`src/rtl/pulse_decoder_pkg.sv`:
```
// pulse_decoder_pkg
//   Shared types and constants for the pulse_decoder_3to8 slice.
//   - state_t      : replay FSM state (IDLE, DRIVE, GAP)
//   - CODE_W_DEF   : default code width (3 -> 8 output lines)
//   - DEPTH_DEF    : default FIFO depth
//   - HOLD_DEF     : default cycles each one-hot pattern is held
//   - onehot()     : 1 << code, returned on a wide vector so callers of any
//                    supported code width (<= 8) can take the low bits.
package pulse_decoder_pkg;

  localparam int CODE_W_DEF = 3;
  localparam int DEPTH_DEF  = 4;
  localparam int HOLD_DEF   = 2;

  localparam int ONEHOT_MAX_W = 256;

  typedef enum logic [1:0] {
    IDLE  = 2'd0,
    DRIVE = 2'd1,
    GAP   = 2'd2
  } state_t;

  function automatic logic [ONEHOT_MAX_W-1:0] onehot(input logic [7:0] code);
    logic [ONEHOT_MAX_W-1:0] r;
    r       = '0;
    r[code] = 1'b1;
    return r;
  endfunction

endpackage

```
`src/rtl/pulse_decoder_3to8_if.sv`:
```
// pulse_decoder_3to8_if
//   Code input channel of the pulse decoder.
//   Handshake: Y is meaningful while Valid is high; a code transfers on every
//   rising clk edge where Valid && Ready. Ready depends only on the decoder's
//   registered FIFO occupancy, never on Valid. A code offered while Ready is
//   low is not taken and is lost unless the source keeps offering it.
//   Signals:
//     Y     [CODE_W] encoded index, driven by master
//     Valid [1]      Y valid, driven by master
//     Ready [1]      decoder can accept, driven by slave
interface pulse_decoder_3to8_if #(
  parameter int CODE_W = 3
);
  logic [CODE_W-1:0] Y;
  logic              Valid;
  logic              Ready;

  modport master (output Y, output Valid, input Ready);
  modport slave  (input Y, input Valid, output Ready);
endinterface

```
`src/rtl/code_fifo.sv`:
```
// code_fifo
//   Small synchronous FIFO holding pending codes.
//   Ports:
//     clk, rst_n : clock, asynchronous active-low reset (clears pointers,
//                  occupancy and storage so head is never X)
//     push, din  : write din at the tail (caller guarantees !full)
//     pop        : drop the head entry (caller guarantees !empty)
//     head       : entry at the read pointer
//     count      : occupancy 0..DEPTH
//     full/empty : occupancy flags decoded from count
//   Simultaneous push and pop leaves count unchanged and advances both
//   pointers. DEPTH must be a power of two so pointers wrap naturally.
module code_fifo #(
  parameter int W     = 3,
  parameter int DEPTH = 4
) (
  input  logic                     clk,
  input  logic                     rst_n,
  input  logic                     push,
  input  logic                     pop,
  input  logic [W-1:0]             din,
  output logic [W-1:0]             head,
  output logic [$clog2(DEPTH):0]   count,
  output logic                     full,
  output logic                     empty
);

  localparam int AW = $clog2(DEPTH);
  localparam int CW = AW + 1;

  logic [W-1:0]  mem [DEPTH];
  logic [AW-1:0] wr_ptr;
  logic [AW-1:0] rd_ptr;

  always_ff @(posedge clk or negedge rst_n) begin
    if (!rst_n) begin
      wr_ptr <= '0;
      rd_ptr <= '0;
      count  <= '0;
      for (int i = 0; i < DEPTH; i++) begin
        mem[i] <= '0;
      end
    end else begin
      if (push) begin
        mem[wr_ptr] <= din;
        wr_ptr      <= wr_ptr + 1'b1;
      end
      if (pop) begin
        rd_ptr <= rd_ptr + 1'b1;
      end
      case ({push, pop})
        2'b10:   count <= count + 1'b1;
        2'b01:   count <= count - 1'b1;
        default: count <= count;
      endcase
    end
  end

  assign head  = mem[rd_ptr];
  assign full  = (count == CW'(DEPTH));
  assign empty = (count == '0);

endmodule

```
`src/rtl/pulse_decoder_3to8.sv`:
```
// pulse_decoder_3to8
//   Sequential 3-to-8 decoder. Codes arrive over a valid/ready channel, are
//   queued in code_fifo and replayed in arrival order as a one-hot pattern on
//   O held for HOLD cycles, followed by a single all-zero gap cycle.
//   Ports:
//     clk       : rising-edge clock
//     rst_n     : asynchronous active-low reset, synchronous release
//     bus       : code channel (Y, Valid in; Ready out), slave side
//     O         : registered one-hot output, zero when idle or in gap
//     Busy      : FSM in DRIVE/GAP or FIFO non-empty
//     Count     : FIFO occupancy
//     dbg_state : current replay FSM state
//     Overflow  : only with PULSE_DECODER_OVERFLOW_EN defined; sticky flag set
//                 on any edge with Valid && !Ready, cleared only by rst_n.
//                 Without the macro, dropped codes are silent.
module pulse_decoder_3to8
  import pulse_decoder_pkg::*;
#(
  parameter int CODE_W = CODE_W_DEF,
  parameter int DEPTH  = DEPTH_DEF,
  parameter int HOLD   = HOLD_DEF
) (
  input  logic                     clk,
  input  logic                     rst_n,
  pulse_decoder_3to8_if.slave      bus,
  output logic [(1<<CODE_W)-1:0]   O,
  output logic                     Busy,
  output logic [$clog2(DEPTH):0]   Count,
  output state_t                   dbg_state
`ifdef PULSE_DECODER_OVERFLOW_EN
  ,
  output logic                     Overflow
`endif
);

  localparam int OUT_W = 1 << CODE_W;
  localparam int HCW   = (HOLD > 1) ? $clog2(HOLD) : 1;

  state_t                  state;
  logic [HCW-1:0]          hold_cnt;
  logic                    push;
  logic                    pop;
  logic                    fifo_full;
  logic                    fifo_empty;
  logic [CODE_W-1:0]       head;
  logic [ONEHOT_MAX_W-1:0] head_wide;
  logic [OUT_W-1:0]        head_oh;

  // Ready comes from registered occupancy only: a pop on the same edge does
  // not open a slot for a push when the FIFO is full.
  assign bus.Ready = !fifo_full;
  assign push      = bus.Valid && !fifo_full;

  // The head is consumed whenever the FSM is free to start a new pattern.
  assign pop = ((state == IDLE) || (state == GAP)) && !fifo_empty;

  always_comb begin
    head_wide = onehot(8'(head));
    head_oh   = head_wide[OUT_W-1:0];
  end

  code_fifo #(
    .W     (CODE_W),
    .DEPTH (DEPTH)
  ) u_fifo (
    .clk   (clk),
    .rst_n (rst_n),
    .push  (push),
    .pop   (pop),
    .din   (bus.Y),
    .head  (head),
    .count (Count),
    .full  (fifo_full),
    .empty (fifo_empty)
  );

  // Replay FSM. hold_cnt counts remaining DRIVE cycles after the first, so a
  // pattern is visible for exactly HOLD cycles before GAP.
  always_ff @(posedge clk or negedge rst_n) begin
    if (!rst_n) begin
      state    <= IDLE;
      hold_cnt <= '0;
      O        <= '0;
    end else begin
      case (state)
        IDLE: begin
          if (pop) begin
            O        <= head_oh;
            hold_cnt <= HCW'(HOLD - 1);
            state    <= DRIVE;
          end
        end
        DRIVE: begin
          if (hold_cnt == '0) begin
            O     <= '0;
            state <= GAP;
          end else begin
            hold_cnt <= hold_cnt - 1'b1;
          end
        end
        GAP: begin
          if (pop) begin
            O        <= head_oh;
            hold_cnt <= HCW'(HOLD - 1);
            state    <= DRIVE;
          end else begin
            state <= IDLE;
          end
        end
        default: begin
          O     <= '0;
          state <= IDLE;
        end
      endcase
    end
  end

  assign Busy      = (state != IDLE) || !fifo_empty;
  assign dbg_state = state;

`ifdef PULSE_DECODER_OVERFLOW_EN
  always_ff @(posedge clk or negedge rst_n) begin
    if (!rst_n) begin
      Overflow <= 1'b0;
    end else if (bus.Valid && fifo_full) begin
      Overflow <= 1'b1;
    end
  end
`endif

endmodule

```
`src/flat_wrapper.sv`:
```
// flat-port wrapper written by rule: the top's interface ports become plain ports
module pulse_decoder_3to8_flat import pulse_decoder_pkg::*;
#(
  parameter int CODE_W = CODE_W_DEF,
  parameter int DEPTH  = DEPTH_DEF,
  parameter int HOLD   = HOLD_DEF
)
  (clk, rst_n, O, Busy, Count, dbg_state, bus_Y, bus_Valid, bus_Ready);
  pulse_decoder_3to8_if #(.CODE_W(CODE_W)) bus_i ();
  input  logic clk;
  input  logic rst_n;
  output logic [(1<<CODE_W)-1:0] O;
  output logic Busy;
  output logic [$clog2(DEPTH):0] Count;
  output state_t dbg_state;
  input wire logic [$bits(bus_i.Y)-1:0] bus_Y;
  input wire logic [$bits(bus_i.Valid)-1:0] bus_Valid;
  output wire logic [$bits(bus_i.Ready)-1:0] bus_Ready;
  assign bus_i.Y = bus_Y;
  assign bus_i.Valid = bus_Valid;
  assign bus_Ready = bus_i.Ready;
  pulse_decoder_3to8 #(.CODE_W(CODE_W), .DEPTH(DEPTH), .HOLD(HOLD)) u_core (.clk(clk), .rst_n(rst_n), .bus(bus_i), .O(O), .Busy(Busy), .Count(Count), .dbg_state(dbg_state));
endmodule
```
`config.mk`:
```
export PLATFORM = sky130hd
export DESIGN_NAME = pulse_decoder_3to8_flat
export DESIGN_NICKNAME = d
export VERILOG_FILES = /design/src/rtl/pulse_decoder_pkg.sv /design/src/rtl/pulse_decoder_3to8_if.sv /design/src/rtl/code_fifo.sv /design/src/rtl/pulse_decoder_3to8.sv /design/src/flat_wrapper.sv
export SDC_FILE = /design/constraint.sdc
export NUM_CORES = 1
export LEC_CHECK = 0
export CORE_UTILIZATION = 57
export CTS_CLUSTER_SIZE = 20
export DETAILED_ROUTE_END_ITERATION = 10
export PLACE_DENSITY = 0.83
export SLEW_MARGIN = 20
export SYNTH_ARGS = -nofsm -noshare
export SYNTH_HDL_FRONTEND = slang
export SYNTH_HIERARCHICAL = 1
export SYNTH_SLANG_ARGS = --single-unit
```
`constraint.sdc`:
```
create_clock -name clk -period 6.3 [get_ports clk]
set_input_delay 1.26 -clock clk [delete_from_list [all_inputs] [get_ports clk]]
set_output_delay 1.26 -clock clk [all_outputs]
set_load 0.005 [all_outputs]
```
==> metrics list, run 1 <==
- Power per standard cell area: 521 mW/mm^2
- Crit Reg-Reg Startpoint: u_core/u_fifo/count[0]$_DFFE_PN0P_
* TritonCTS clock tree: yes
- Counting buffers and inverters, the worst setup path is 4 cells deep.
* CP Capture Type: output pin
- Post-cts repair resize count: 0
- The worst setup path is of the reg -> out kind.
* # setup viols final: 0
* CTS Hold Bufs: 0
* Overall power: 932 uW
- Total count of hold-check failures in the final report: 0
* Average cell area after synthesis: 12.5 sq um
* Clock latency on the worst-skew pair: 0.34 ns
- The worst register-to-register path ends at u_core/u_fifo/count[2]$_DFFE_PN0P_.
- Count of pins over their slew limit: 0
* Number of nets in the final layout: 155
- Cell family with most CP delay: buffers and inverters
- Initial antenna violation count: 0
- After synthesis, the cell types taking the most area are dfrtp_1 (50%), mux2_2 (8.9%), nand4b_1 (4.6%).
* Post-detailed-route via-to-cell ratio: 5.63
* Worst voltage drop across the vdd grid: 0.000349 V
- Cell count of the worst hold path: 1
- For this run, the leading register cell type out of synthesis is dfrtp_1.
- Data on the critical path arrives at its endpoint at 2.11 ns.
* Worst Reg2Reg Path Length in Cells: 10
- From bottom edge to top edge, the die measures 53.6 um.
- Based on the critical path, the design can be clocked at up to 296 MHz.
* Netlist area before placement: 0.00152 sq mm
* Clk buf depth: 2
* Critical path peak fanout: 14
- At the pin with the least slew margin, the transition time is 0.616 ns.
- Subtracting the final worst setup slack from the clock period gives 3.37 ns.
- Total Routing Usage GR: 22.1%
- The number of antenna diodes in the final layout is 0.
* Worst-path clk slew: 0.09 ns
* Std-Cell Core Area: 0.00250 sq mm
- Count of yosys warnings during synthesis: 6
- CP peak stage delay: 0.45 ns
* Final wirelength: 2580 um
* Largest net degree at the start of global routing: 31
* Cells after Synth: 121
- Setup Skew: 0.00356 ns
* Die Wd: 53.6 um
* Cell Rows: 18
- Synth Net Count: 133
* Number of maximum-capacitance violations: 0
* Post-detailed-route wirelength per cell: 14.8 um
- Instance count after placement with tap cells included: 166
- Crit path required time: 5.04 ns
* Asr flop ratio synth: 100%
* Synth top cells by count: dfrtp_1 (30), mux2_2 (12), nand3b_1 (9), nand2_1 (8), nand4b_1 (8)
* Number of distinct library cells after synthesis: 30
- Once the floorplan was initialized, standard cells occupied 60.7% of the core.
- Setup repair after global routing left no endpoint under its margin.
- Share of the cycle needed by the critical path after routing: 53.6%
- DR vias: 980
* Number of clock buffers inserted by TritonCTS: 5
- Sink Count: 30
- In this run the remaining antenna-violating nets after routing total 0.
- Share of post-route cells with drive strength above 1: 22.2%
- Final-layout fill cell count: 175
- In this run the worst setup path begins at u_core/u_fifo/count[0]$_DFFE_PN0P_.
- Final design utilization: 71.6%
- Half-perimeter wire length after placement: 1930 um
* Detailed-routing iteration count for the pre-antenna-repair pass: 4
- At the end of routability-driven placement, the weighted congestion stood at 0.730.
- Share of the synthesized area in the top cell type: 49.5%
- Sum of negative setup slack: 0 ns
- Walking the worst path, the cells encountered are nor3_1 -> buf_4 -> or3b_2 -> clkdlybuf4s50_1.
- Global-route wire length before repair: 4400 um
* Reported leakage power: 0.766 nW
- Post-CTS Repair Setup Buffers: 0
- The number of global-route vias before repair is 1,036.
- For this run, the register share of the synthesized area comes to 49.5%.
* Crit path max-delay cell type: or3b_2
- Area grow syn2layout: 18.0%
- Leftover overflow at the end of global routing: 0
* Clock Tree Root: clkbuf_4
* Number of levels the H-tree was split into: 2
* CP Launch Type: flip-flop
* Slack of the worst reg-to-reg path: 4.12 ns
* Number of non-filler instances in the completed layout: 174
* Classification of the worst-slack hold path: reg -> reg
- I/O pin total: 21
- Port Buffer Count: 20
* Synthesis-stage register bit count: 30
* Max transition margin: 58.9%
- Number of synthesized flops with an enable pin: 0
- By instance count, the leading cell after synthesis is dfrtp_1.
* Combined buffer and inverter count along the critical path: 2
- Number of violations reported at the end of detailed-routing iteration 0: 9
* Crit path capture: Busy
- The largest total area in the synthesized netlist belongs to dfrtp_1.
- After detailed routing, the number of remaining DRC violations is 0.
* Outcome: finished, final reports clean
- Die footprint: 0.00287 sq mm
## worst min-delay path by stage
stage,slack (ns),from,endpoint
detailed placement,0.49,u_core/u_fifo/mem[7]$_DFFE_PN0P_,u_core/u_fifo/mem[7]$_DFFE_PN0P_
floorplan,0.47,u_core/u_fifo/mem[3]$_DFFE_PN0P_,u_core/u_fifo/mem[3]$_DFFE_PN0P_
global placement,0.48,u_core/u_fifo/mem[6]$_DFFE_PN0P_,u_core/u_fifo/mem[6]$_DFFE_PN0P_
CTS,0.52,u_core/u_fifo/mem[7]$_DFFE_PN0P_,u_core/u_fifo/mem[7]$_DFFE_PN0P_
global route,0.54,u_core/u_fifo/mem[5]$_DFFE_PN0P_,u_core/u_fifo/mem[5]$_DFFE_PN0P_
finish,0.51,u_core/u_fifo/mem[7]$_DFFE_PN0P_,u_core/u_fifo/mem[7]$_DFFE_PN0P_
## flip-flops by register name (all words and copies together) (netlist names)
name	flops
u_core/O	8
u_core/dbg_state	2
u_core/hold_cnt	1
u_core/u_fifo/count	3
u_core/u_fifo/mem	12
u_core/u_fifo/rd_ptr	2
u_core/u_fifo/wr_ptr	2
## cell families after synthesis
| logic type | share of synthesized area, % |
|---|---|
| AOI/OAI and AO/OA | 6.27 |
| muxes | 14.0 |
| adders and majority gates | 5.45 |
| and+or+nand+nor | 16.9 |
| buffers and inverters | 4.37 |
| DFF | 49.5 |
| xor gates and xnor gates | 3.47 |
## worst reg2reg max path: cells and delay by family, from the launching register on
kind,cells,cell delay (ns)
flip-flops,1,0.43
adder cells (fa/ha/maj),2,0.42
XOR/XNOR,2,0.29
AND/OR/NAND/NOR,3,0.66
buffers and inverters,3,0.27
## power breakdown
group	switching [mW]	total, mW	leakage, nW	internal [mW]
registers	0.0994	0.386	0.370	0.286
clock network	0.0666	0.121	0.0353	0.0539
logic	0.173	0.426	0.361	0.253
total	0.338	0.932	0.766	0.593
## cell usage in the layout (no fill, tap or decap), types with 2 or more instances in the layout
master	count
nor2_1	2
nand4b_1	8
xnor2_1	2
o211ai_1	4
nand3b_1	9
nor2b_1	2
clkdlybuf4s50_1	20
clkbuf_4	5
mux2_2	12
inv_1	7
nand2_1	8
o21ai_0	2
nand2b_1	2
dfrtp_1	30
o211ai_2	4
buf_4	2
ha_1	5
mux4_2	3
xor2_1	4
## stage by stage
| step | setup WS (ns) | hold WS (ns) | cell area, sq um |
|---|---|---|---|
| after floorplan | 3.70 | 0.474 | 1520 |
| after global placement | 3.22 | 0.483 | 1730 |
| after detailed placement | 3.11 | 0.495 | 1730 |
| after CTS | 2.91 | 0.516 | 1790 |
| after global routing | 2.86 | 0.542 | 1790 |
| final | 2.93 | 0.512 | 1790 |
## area by class of cell
cell class | count | area, sq um | share of cell area [%]
Sequential cell | 30 | 751 | 42.0
Clock buffer | 7 | 55.1 | 3.08
Tap cell | 30 | 37.5 | 2.10
Timing Repair Buffer | 22 | 215 | 12.0
Multi-Input combinational cell | 77 | 699 | 39.1
Clock inverter | 1 | 5.00 | 0.280
Inverter | 7 | 26.3 | 1.47
## per-layer routing
metal,routed length [um],share of wire [%],up-vias,track usage [%]
met4,36,1.4,0,12.3
met3,121,4.7,3,5.93
li1,-,-,472,-
met1,1150,44,484,25.7
met2,1280,49,21,36.9
met5,0,0,-,0
(Power assumes the default switching activity.)
==> run 2, diff against run 1 <==
Settings changed: CORE_UTILIZATION 57 to 48, PLACE_DENSITY 0.83 to 0.74.
Clock period 6.3 ns to 2.9 ns, I/O delays scaled along.
==> run 2 against run 1 <==
Against the previous run: core utilization fell by 12 points; clock skew rose by 0.0053 ns; die area increased by 18%; flip-flop and latch count did not move; worst setup slack got worse by 2.5 ns; total power up 120%; global-route usage fell by 2.3 points; via count up 2.1%; critical path depth down 1; combinational power rose by 130%; critical endpoint unchanged.
==> metrics list, run 2 (synthesis gave the netlist of run 1 again) <==
- The flow ran to the end, and the final reports show no timing, DRC or antenna violations.
* Crit Reg-Reg Startpoint: u_core/u_fifo/count[0]$_DFFE_PN0P_
* Number of violations reported at the end of detailed-routing iteration 0: 59
- Die footprint: 0.00339 sq mm
- I/O pin total: 21
- Worst voltage drop across the vdd grid: 0.000486 V
- Antenna diode count: 0
- Die Height: 58.2 um
- Number of levels the H-tree was split into: 2
- STA classifies the critical path endpoint as an output pin.
- Clock Tree Root: clkbuf_4
* Total Routing Usage GR: 19.8%
- The number of global-route vias before repair is 1,086.
- After detailed routing, the total wire length is 2730 um.
- For this design the total switching power over the nets is 740 uW.
* Registers with the most flip-flops: u_core/u_fifo/mem (12), u_core/O (8), u_core/u_fifo/count (3)
- Classification of the worst-slack hold path: reg -> reg
* Number of maximum-capacitance violations: 0
- Sequential fraction of design power: 40.3%
- Overall power: 2.04 mW
- Power per standard cell area: 1120 mW/mm^2
- Detailed-routing iteration count for the pre-antenna-repair pass: 4
* Slew @ Worst Pin: 0.411 ns
- The initial utilization of the core area, before any placement, comes to 50.1%.
* Commonest cells after routing, fill and taps aside: dfrtp_1 (30), clkdlybuf4s50_1 (20), mux2_2 (12)
* Internal power consumption: 1.30 mW
- Crit path max-delay cell type: or3b_2
- After detailed routing, the number of remaining DRC violations is 0.
- Cells along the critical path: nor3_1 -> or3b_2 -> clkdlybuf4s50_1
* Highest clock rate: 403 MHz
- The longest clock path from root to sink contains 2 buffers.
- DR vias: 1,001
* Top reg by flops: u_core/u_fifo/mem
* Worst setup path class: reg -> out
- Leftover overflow at the end of global routing: 0
- Net switching is 36.3% of the power.
* Weighted congestion at the end of routability-driven global placement: 0.790
- Max transition margin: 72.6%
* Worst-path clk slew: 0.09 ns
* Share of power burned in the clock network: 11.8%
- Counting cells, the worst reg-to-reg path comes to 11.
- TritonCTS clock tree: yes
- Per report_power, the combinational group accounts for 47.9% of the total.
- Die Wd: 58.2 um
* Cell Rows: 20
- Setup repair after global routing left no endpoint under its margin.
- Largest register FFs: 12
- In this run the tool buffered the top-level ports with 20 buffer cells.
* Global-route wire length before repair: 4890 um
- In the final routed layout, each cell accounts on average for 14.5 um.
- In this run, post-CTS repair resized a total of 0 instances.
- The area growth from synthesis to layout is 19.6%.
* Total count of hold-check failures in the final report: 0
* Sink Count: 30
- Setup Skew: 0.00885 ns
- Share of the cycle needed by the critical path after routing: 85.6%
- The count of nets left with antenna violations once routing finished came out at 0.
- The core region is 0.00303 sq mm.
* Clock period minus final worst setup slack: 2.48 ns
- Instance count on the critical path: 3
- Half-perimeter wire length after placement: 1940 um
* Crit path capture: Busy
- Entering global routing, the biggest net connects 31 pins.
- Setup violations remaining at the end of the flow were counted as 0.
- Counting both buffers and inverters, the worst setup path holds a total of 1.
* Share of post-route cells with drive strength above 1: 22.9%
- Summed over all cells, the static leakage comes to 0.771 nW.
- Final-layout fill cell count: 265
- Dividing the detail-routed via count by the number of cells gives 5.32.
- The most critical setup path has its startpoint at u_core/u_fifo/count[0]$_DFFE_PN0P_.
* Critical path peak fanout: 4
* Number of clock buffers inserted by TritonCTS: 5
- The net count of the finished layout is 157.
- Initial antenna violation count: 0
- Slack of the worst reg-to-reg path: 0.75 ns
- Leading cell type in the layout, fill and taps excluded: dfrtp_1
- CP peak stage delay: 0.47 ns
- Clock latency on the worst-skew pair, taken at its later pin, is 0.32 ns.
- Cell family with most CP delay: simple AND/OR/NAND/NOR gates
- Crit path required time: 2.32 ns
- The number of pins with negative max-slew slack in the final report was 0.
* Post-CTS Repair Setup Buffers: 0
- Sum of negative setup slack: 0 ns
* CP Launch Type: flip-flop
- After clock tree synthesis, the flow added hold-fix buffers numbering 0.
- The worst register-to-register path ends at u_core/u_fifo/count[2]$_DFFE_PN0P_.
* Arrival time reported for the critical path endpoint: 1.90 ns
## run 2: cell count changes in the layout (fill, tap and decap cells not counted)
cell      delta
buf_4        +2
clkinv_2     -1
clkbuf_1     -1
## run 2: cell type report
cell class | count | area, sq um | share of cell area, %
flip-flops and latches | 30 | 751 | 41.4
multi-input cells | 77 | 699 | 38.6
repair buffers | 24 | 230 | 12.7
well taps | 44 | 55.1 | 3.04
clock buffers | 6 | 51.3 | 2.83
inverters | 7 | 26.3 | 1.45
## run 2: metal layers
layer / routed length [um] / share of wire, % / global-route usage [%] / vias up
met5: 0 / 0 / 0 / -
met4: 70 / 2.6 / 10.9 / 0
met3: 100 / 3.7 / 4.91 / 9
met2: 1350 / 49 / 31.9 / 25
met1: 1210 / 44 / 24.7 / 495
li1: - / - / - / 472
## run 2: worst min-delay path by stage
stage                     slack [ns]  depth (start not counted)                              from                          endpoint
after floorplan                 0.28                          0                             rst_n           u_core/O[0]$_DFFE_PN0P_
after global placement          0.48                          1  u_core/u_fifo/mem[9]$_DFFE_PN0P_  u_core/u_fifo/mem[9]$_DFFE_PN0P_
after detailed placement        0.49                          1  u_core/u_fifo/mem[9]$_DFFE_PN0P_  u_core/u_fifo/mem[9]$_DFFE_PN0P_
after CTS                       0.51                          1  u_core/u_fifo/mem[9]$_DFFE_PN0P_  u_core/u_fifo/mem[9]$_DFFE_PN0P_
after global routing            0.53                          1  u_core/u_fifo/mem[0]$_DFFE_PN0P_  u_core/u_fifo/mem[0]$_DFFE_PN0P_
final                           0.51                          1  u_core/u_fifo/mem[9]$_DFFE_PN0P_  u_core/u_fifo/mem[9]$_DFFE_PN0P_
## run 2: through the flow
step                      worst slack [ns]  utilization [%]  area [sq um]  hold WS (ns)  cells
after global routing                 0.285             59.9          1810         0.531    188
final                                0.417             59.9          1810         0.510    188
after global placement               0.555             58.2          1760         0.483    182
after floorplan                      0.874                -          1520         0.284    121
after detailed placement             0.479             58.2          1760         0.493    182
after CTS                            0.383             59.9          1810         0.514    188
## run 2: power groups by stage
stage               clock [mW]  sequential, mW  combinational [mW]
floorplan                    0           0.748               0.723
global placement             0           0.809               0.928
detailed placement           0           0.827               0.974
CTS                      0.252           0.821               0.987
global route             0.272           0.853                1.08
finish                   0.240           0.821               0.977
